===== config.mk =====
export PLATFORM = sky130hd
export DESIGN_NAME = inpack
export DESIGN_NICKNAME = d
export VERILOG_FILES = /design/src/rtl/inpack.sv
export SDC_FILE = /design/constraint.sdc
export NUM_CORES = 2
export LEC_CHECK = 0
export CAP_MARGIN = 40
export CORE_ASPECT_RATIO = 0.75
export CORE_MARGIN = 2
export CORE_UTILIZATION = 56
export DETAILED_ROUTE_END_ITERATION = 10
export GPL_TIMING_DRIVEN = 0
export PLACE_DENSITY_LB_ADDON = 0.25
export RECOVER_POWER = 50
export SLEW_MARGIN = 0
export SYNTH_ARGS = -nofsm -noshare
export SYNTH_HDL_FRONTEND = slang
export SYNTH_SLANG_ARGS = --single-unit

===== constraint.sdc =====
create_clock -name adclk -period 7.01 [get_ports adclk]
set_input_delay 1.7525 -clock adclk [delete_from_list [all_inputs] [get_ports adclk]]
set_output_delay 1.7525 -clock adclk [all_outputs]
set_load 0.005 [all_outputs]

===== src/rtl/inpack.sv =====
// Pixel packer: collects RGB pixels into 64-bit words with frame-buffer addresses and queues them for a memory writer.
// Define INPACK_RGB565_EN to pack four RGB565 pixels per word instead of two 32-bit {00,R,G,B} pixels.
module inpack #(
  parameter int WIDTH  = 720,
  parameter int HEIGHT = 576,
  parameter int DEPTH  = 16
) (
  input  logic        adclk,
  input  logic        adrst_n,
  input  logic        inde,
  input  logic [25:0] indat,
  input  logic [31:0] fbbase,
  output logic        wrvalid,
  input  logic        wrready,
  output logic [31:0] wraddr,
  output logic [63:0] wrdata,
  output logic        overflow,
  output logic        fdone
);

`ifdef INPACK_RGB565_EN
  localparam int LANES  = 4;
  localparam int LANE_W = 16;
  localparam int BPP    = 2;
`else
  localparam int LANES  = 2;
  localparam int LANE_W = 32;
  localparam int BPP    = 4;
`endif
  localparam int LB = $clog2(LANES);
  localparam int XW = $clog2(WIDTH + 1);
  localparam int YW = $clog2(HEIGHT + 1);
  localparam int AW = $clog2(DEPTH);
  localparam int CW = AW + 1;

  typedef enum logic [1:0] {WAITSOF, ACTIVE, DONE} state_t;

  state_t            state, state_next;
  logic [XW-1:0]     x, x_cur, x_next, x_first;
  logic [YW-1:0]     line, line_cur;
  logic [31:0]       base, base_next, push_addr;
  logic [63:0]       part, part_cur, part_next, word;
  logic [LB-1:0]     lane;
  logic [LANE_W-1:0] lane_val;
  logic              sof, sol, take, push, clr_ovf, done_next;
  logic              pop, full, push_ok;
  logic [95:0]       mem [DEPTH];
  logic [AW-1:0]     wr_ptr, rd_ptr;
  logic [CW-1:0]     count;

  assign sof = indat[25];
  assign sol = indat[24];

`ifdef INPACK_RGB565_EN
  logic unused_rgb;
  assign lane_val   = {indat[23:19], indat[15:10], indat[7:3]};
  assign unused_rgb = ^{indat[18:16], indat[9:8], indat[2:0]};
`else
  assign lane_val = {8'h00, indat[23:0]};
`endif

  // Resolve the pixel position for this cycle, then drop it into its lane of the word being built.
  always_comb begin
    state_next = state;
    x_cur      = x;
    line_cur   = line;
    base_next  = base;
    part_cur   = part;
    take       = 1'b0;
    clr_ovf    = 1'b0;
    done_next  = 1'b0;
    if (inde) begin
      if (sof) begin
        state_next = ACTIVE;
        x_cur      = '0;
        line_cur   = '0;
        base_next  = fbbase;
        part_cur   = '0;
        clr_ovf    = 1'b1;
        take       = 1'b1;
      end else if (state == ACTIVE) begin
        if (sol) begin
          part_cur = '0;
          if (line == YW'(HEIGHT - 1)) begin
            state_next = DONE;
          end else begin
            line_cur = line + YW'(1);
            x_cur    = '0;
            take     = 1'b1;
          end
        end else begin
          take = 1'b1;
        end
      end
    end
    take = take && (x_cur < XW'(WIDTH));
    lane = x_cur[LB-1:0];
    word = part_cur;
    for (int i = 0; i < LANES; i++) begin
      if (take && lane == LB'(i)) word[i*LANE_W +: LANE_W] = lane_val;
    end
    push      = take && (lane == LB'(LANES - 1));
    x_first   = x_cur & ~XW'(LANES - 1);
    push_addr = base_next + 32'(BPP) * (32'(line_cur) * 32'(WIDTH) + 32'(x_first));
    x_next    = take ? x_cur + XW'(1) : x_cur;
    part_next = push ? '0 : word;
    if (take && x_cur == XW'(WIDTH - 1) && line_cur == YW'(HEIGHT - 1)) begin
      state_next = DONE;
      done_next  = 1'b1;
    end
  end

  assign pop     = wrvalid && wrready;
  assign full    = (count == CW'(DEPTH));
  assign push_ok = push && (!full || pop);
  assign wrvalid = (count != '0);
  assign {wraddr, wrdata} = wrvalid ? mem[rd_ptr] : '0;

  always_ff @(posedge adclk or negedge adrst_n) begin
    if (!adrst_n) begin
      state    <= WAITSOF;
      x        <= '0;
      line     <= '0;
      base     <= '0;
      part     <= '0;
      overflow <= 1'b0;
      fdone    <= 1'b0;
      wr_ptr   <= '0;
      rd_ptr   <= '0;
      count    <= '0;
    end else begin
      state <= state_next;
      x     <= x_next;
      line  <= line_cur;
      base  <= base_next;
      part  <= part_next;
      fdone <= done_next;
      if (clr_ovf) overflow <= 1'b0;
      else if (push && full && !pop) overflow <= 1'b1;
      if (push_ok) wr_ptr <= wr_ptr + AW'(1);
      if (pop) rd_ptr <= rd_ptr + AW'(1);
      if (push_ok && !pop) count <= count + CW'(1);
      else if (pop && !push_ok) count <= count - CW'(1);
    end
  end

  // Storage needs no reset: the read side is gated by the reset-cleared count.
  always_ff @(posedge adclk) begin
    if (push_ok) mem[wr_ptr] <= {push_addr, word};
  end

endmodule


# Word-level counts from Yosys, hierarchy flattened
# Memory sizes are Yosys's and may differ from the RTL's.
# Cells that the tools add are included.
# totals
mem_bits_rw	1536
word_cells	91
out_inout_bits	99
register_bits	133
n_memories	1
in_bits	62
# classes
n_mul	1
n_mux	41
eq_ne	5
magnitude_cmp	1
add_sub_neg	8
n_reduce_logical	23
bitwise_logic	1
# memory_table
memory	depth	width	read_ports	rd_ports_with_merged_regs	wr	line	text
mem	16	96	1	0	1	47	logic [95:0] mem [DEPTH];
# ops
cell	count
64-bit two-way mux	5
32-bit two-way mux	4
10-bit two-way mux	11
96-bit two-way mux	1
32-bit by 23-bit adder with 32-bit output	1
10-bit == test, second input constant	3
20-bit by 10-bit adder with 21-bit output	1
10-bit by 1-bit adder with 10-bit output, second input constant	2
10-bit by 6-bit multiplier with 16-bit output, second input constant	1
1-bit two-way mux	12
2-bit two-way mux	6
1-bit logical AND	11
10-bit less-than comparator, second input constant	1
5-bit two-way mux	2
3-bit nonzero test	3
4-bit by 1-bit adder with 4-bit output, second input constant	2
2-bit nonzero test	3
5-bit by 1-bit adder with 5-bit output, second input constant	1
5-bit == test, second input constant	1
5-bit nonzero test	1
5-bit by 1-bit subtractor with 5-bit output, second input constant	1
4-bit AND reduction	1
1-bit zero test	3
2-bit by 1-bit == test with 1-bit output, second input constant	1
other kinds (2)	2

# Longest topological paths before layout
# logic_depth
ltp_word	14
ltp_mapped	28
mapped_depth_nobuf	26

# Worst setup path before layout
# OpenSTA, ideal clock, no wires.
# synth_path
kind	in2reg
from	input port inde
to	memory mem[0][95] (data pin)
path_buffers	5
slack_ns	-1.169
required_ns	6.713
setup_time_ns	0.297
t_arrival_ns	7.882
cell_stages	27
path_cell_list	nand2_1 -> buf_2 -> buf_1 -> buf_1 -> clkbuf_1 -> o21a_1 -> ha_1 -> fa_1 -> inv_1 -> fa_1 -> inv_1 -> ha_1 -> clkbuf_1 -> nand3_1 -> o211a_1 -> o21ai_1 -> o21ai_0 -> xor2_1 -> or4_1 -> xor2_1 -> ha_1 -> a21o_1 -> a21o_1 -> a21oi_1 -> o21ai_0 -> o2111ai_1 -> xnor2_1
# synth_via
elab_chain_len	4
elab_cells_between_ends	6
classes_between	add/sub: 2; mul: 1; mux: 3
# synth_lines
item	line	text
start, declared	10	input logic inde,
10-bit two-way mux	72	if (inde) begin
named net line_cur[7]	40	logic [YW-1:0] line, line_cur;
10-bit by 6-bit multiplier with 16-bit output	104	push_addr = base_next + 32'(BPP) * (32'(line_cur) * 32'(WIDTH) + 32'(x_first));
20-bit by 10-bit adder with 21-bit output	104	
32-bit by 23-bit adder with 32-bit output	104	
named net push_addr[31]	41	logic [31:0] base, base_next, push_addr;
end, declared	47	
# The timed path passes the listed nets, and every way through them passes these cells.

# Worst setup path in the final report
# layout_path
from	input port inde
to	memory mem[1][91] (data pin)
# Same word-level chain as after synthesis.

==> out/results.tsv <==
stage	metric	value	unit
floorplan	die width	402	µm
critical_path	critical path arrival	7.96	ns
routing	ANT nets after route	0	
yosys	Cell Area, Synth	0.0667	mm²
floorplan	initial core utilization	0.565	
flow_run	Max Cap Viol	2	
clock_network	# hold bufs at CTS	0	
finish	nets@finish	3796	
yosys	sequential area share after synthesis	0.742	
sta	f_max	134	MHz
critical_path	Most common cell on crit path	buf_4	
sta	Hold Slack	0.482	ns
yosys	Syn Inst Count	3152	
power_and_ir_drop	pwr dens	382	mW/mm²
grt	Overall Global Routing Usage	0.288	
routing	Metal-1 WL	66600	µm
critical_path	r2r worst-path depth	28	
sta	pin slew with the least headroom to its limit	4.10	ns
sta	post-route setup slack	-0.429	ns
critical_path	Crit Path Max Fanout	16	
status	failing checks	capacitance limit, slew limit, setup timing	
power_and_ir_drop	sequential share of power	0.390	
finish	Area Overhead vs Synth	18.5	%
yosys	Synth Area in Simple Gates	0.0366	
clock_network	CTS Buf Count	156	
sta	Final Setup Violations	224	
floorplan	std cell rows	109	
sta	Fin. Hold Viols	0	
critical_path	Worst Setup Start Kind	input pin	
yosys	prevailing post-synth register cell	edfxtp_1	
power_and_ir_drop	overall power	30.2	mW
critical_path	Crit path required time	7.54	ns
hold_path	hold endpoint	part[46]	
power_and_ir_drop	Sw Ratio	0.293	
floorplan	Die ar.	0.122	mm²
sta	Final Skew	0.0237	ns
power_and_ir_drop	internal power	21.4	mW
power_and_ir_drop	Logic pwr share	0.336	
routing	DR vias/cell	6.47	
yosys	Seq cells post-synth	1669	
critical_path	Top delay family on crit path	compound AO/OA/AOI/OAI gates	
sta	Rel. slew slack	-1.73	
yosys	fraction of registers with async set/reset	0.0797	
yosys	largest family of logic cells by synthesized area	multiplexers	
placement	Port Buf Inserts	160	
sta	RSZ-0062 raised after global routing	true	
yosys	post-synthesis xor/xnor area fraction	0.00828	
sta	Tcrit/Tclk final	1.06	
power_and_ir_drop	VDD IR max	0.000280	V
grt	total gr overflow	0	
clock_network	Root Driver	clkbuf_16	
routing	top layer in use	met5	
hold_path	worst min-delay path startpoint	part[46]	
power_and_ir_drop	leakage power	27.1	nW
routing	DR pass1 iterations	6	
routing	WL met2	83700	µm
grt	first-pass GRT wire length	248000	µm
clock_network	clk sinks	1669	
hold_path	hold crit path type	reg -> reg	
yosys	Ys Warns	0	
placement	DP Wirelength	106000	µm
critical_path	crit end category	flop	
finish	multi-input logic area	0.0177	mm²
critical_path	CP max stage delay	0.50	ns
routing	drt total wl	174000	µm
finish	# fillers	7104	
critical_path	Setup crit start	inde	
finish	share of cells above drive strength 1	0.279	
critical_path	reg2reg end	mem[1][91]	
yosys	Synth Area in Compound Gates	0.0190	
routing	DRC violation count after routing	0	
routing	met3 wire length	18100	µm
yosys	number of flops mapped to enable cells by yosys	1536	
critical_path	worst reg2reg startpoint	line[8]	
grt	initial antenna violation count	8	
yosys	syn_nets	3302	
yosys	mux cell area share after synthesis	0.164	
placement	gpl congestion	0.864	
critical_path	slowest CP cell	fa_1	
clock_network	TritonCTS clock tree	done	
critical_path	buffers plus inverters on the worst setup path	8	
hold_path	Hold Path Depth	1	
yosys	adder-cell share of the synthesized area	0.0183	
critical_path	R2R setup slack	-0.28	ns
grt	pin count of the biggest net entering global routing	75	
floorplan	Die H	303	µm
sta	Slew Limit Fails	136	
status	run status	complete, but fails checks	
yosys	Unique masters post-synth	66	
floorplan	total core area	0.118	mm²
power_and_ir_drop	Clock Power Share	0.274	
clock_network	H-tree levels	4	
clock_network	clk buf depth	3	
sta	Period minus WS final	7.44	ns
clock_network	CTS clk-pin slew, worst paths	0.06	ns
yosys	mean post-synth cell area	21.2	µm²
clock_network	clk_lat worst skew	0.78	ns
grt	vias in the first global route	35667	
finish	register area	0.0495	mm²
floorplan	# IOs	161	
routing	initial DRC count	4785	
power_and_ir_drop	switching pwr	8.84	mW
routing	Via Count	34501	
critical_path	critical path class	in -> reg	
routing	WL per Instance	32.7	µm
-- how the worst max path moves through the flow --
stage,cells after the start,endpoint,slack [ns]
after CTS,29,mem[9][94],-0.25
after detailed placement,24,mem[5][91],-2.78
final,28,mem[1][91],-0.43
after floorplan,26,mem[0][91],-0.59
after global placement,12,mem[4][27],-3.56
after global routing,29,mem[13][91],-0.61
-- layout make-up --
class	count	area share
flip-flops and latches	1669	0.626
multi-input cells	1266	0.223
clock buffers	210	0.0544
repair buffers	339	0.0525
well taps	1554	0.0246
clock inverters	75	0.00795
plain buffers	143	0.00760
inverters	71	0.00347
diodes	3	0.0000950
-- cell usage in the layout, fill, tap and decap left out, types with 23 or more instances in the layout --
| cell | instances |
|---|---|
| nand2_1 | 115 |
| edfxtp_1 | 1536 |
| clkdlybuf4s50_1 | 156 |
| clkbuf_1 | 140 |
| a22o_1 | 24 |
| clkbuf_16 | 159 |
| ha_1 | 48 |
| buf_16 | 29 |
| a21o_1 | 39 |
| nor2_1 | 24 |
| mux4_2 | 480 |
| buf_4 | 57 |
| buf_6 | 39 |
| and2_1 | 142 |
| dfrtp_1 | 132 |
| buf_1 | 32 |
| xnor2_1 | 25 |
| clkinv_1 | 33 |
| inv_1 | 61 |
| a21oi_1 | 29 |
| clkinv_2 | 23 |
| buf_8 | 44 |
| nor2b_1 | 39 |
-- state kept, by name, indices dropped and copies added (netlist names) --
register	cells
base	32
count	5
fdone	1
line	10
mem	1536
overflow	1
part	64
rd_ptr	4
state	2
wr_ptr	4
x	10
-- cells by family after synthesis --
group           count (synthesis)
fa+ha+maj                      88
simple gates                  440
buf+inv                       217
flops                        1669
compound gates                184
xor+xnor                       63
mux                           491
-- cell usage after synthesis (all sizes together), types with 3 or more instances --
master   instances  area [µm²]
o21ai           31         155
ha              72         901
a22o            24         210
or3              5        31.3
edfxtp        1536       46100
o31ai            3        36.3
a311oi           4        35.0
fa              16         320
nor3            12        71.3
nor2b           42         263
buf             39         153
nand2          117         442
mux4           480       10800
inv             69         259
o211a            3        30.0
nand2b           4        25.0
a2bb2oi          3        26.3
a21oi           44         220
o21bai           4        30.0
nor4b            4        35.0
xor2            22         193
a211oi           6        45.0
and4             3        26.3
and3            12        80.1
mux2             4        45.0
a31oi            5        31.3
nand3           21         115
xnor2           41         359
mux2i            7        70.1
clkbuf         107         402
nor3b            9        67.6
dfrtp          133        3330
o21a             5        37.5
or4              4        30.0
and2           158         988
nor2            34         138
a21o            39         293
nand4            7        43.8
-- power groups by stage --
| stage | Sequential (mW) | Clock (mW) | Combinational, mW |
|---|---|---|---|
| CTS | 11.8 | 8.33 | 10.1 |
| global route | 11.8 | 8.72 | 10.7 |
| floorplan | 12.0 | 0 | 5.52 |
| global placement | 12.0 | 0 | 9.04 |
| detailed placement | 12.0 | 0 | 9.92 |
| finish | 11.8 | 8.27 | 10.2 |
-- metal layers --
metal | global-route usage | vias up
met3 | 0.0606 | 332
li1 | - | 13899
met5 | 0 | -
met4 | 0.0986 | 2
met1 | 0.412 | 18191
met2 | 0.453 | 2077
-- timing repair --
action / CTS / global route
setup buffers: 25 / 36
pin swaps: 34 / 62
resized for setup: 65 / 107
setup endpoints to repair: 304 / 272
-- through the flow --
| step | utilization | instance area, µm² | TNS [ns] | setup slack, ns | cells |
|---|---|---|---|---|---|
| floorplan | - | 67100 | -83.14 | -0.588 | 3152 |
| global placement | 0.599 | 70600 | -6268.17 | -3.56 | 4866 |
| global route | 0.670 | 79000 | -82.77 | -0.608 | 5329 |
| CTS | 0.662 | 78100 | -32.98 | -0.253 | 5290 |
| finish | 0.670 | 79000 | -50.76 | -0.429 | 5330 |
| detailed placement | 0.616 | 72600 | -697.67 | -2.78 | 4982 |
Note: power is estimated with default switching activity, not from simulation.
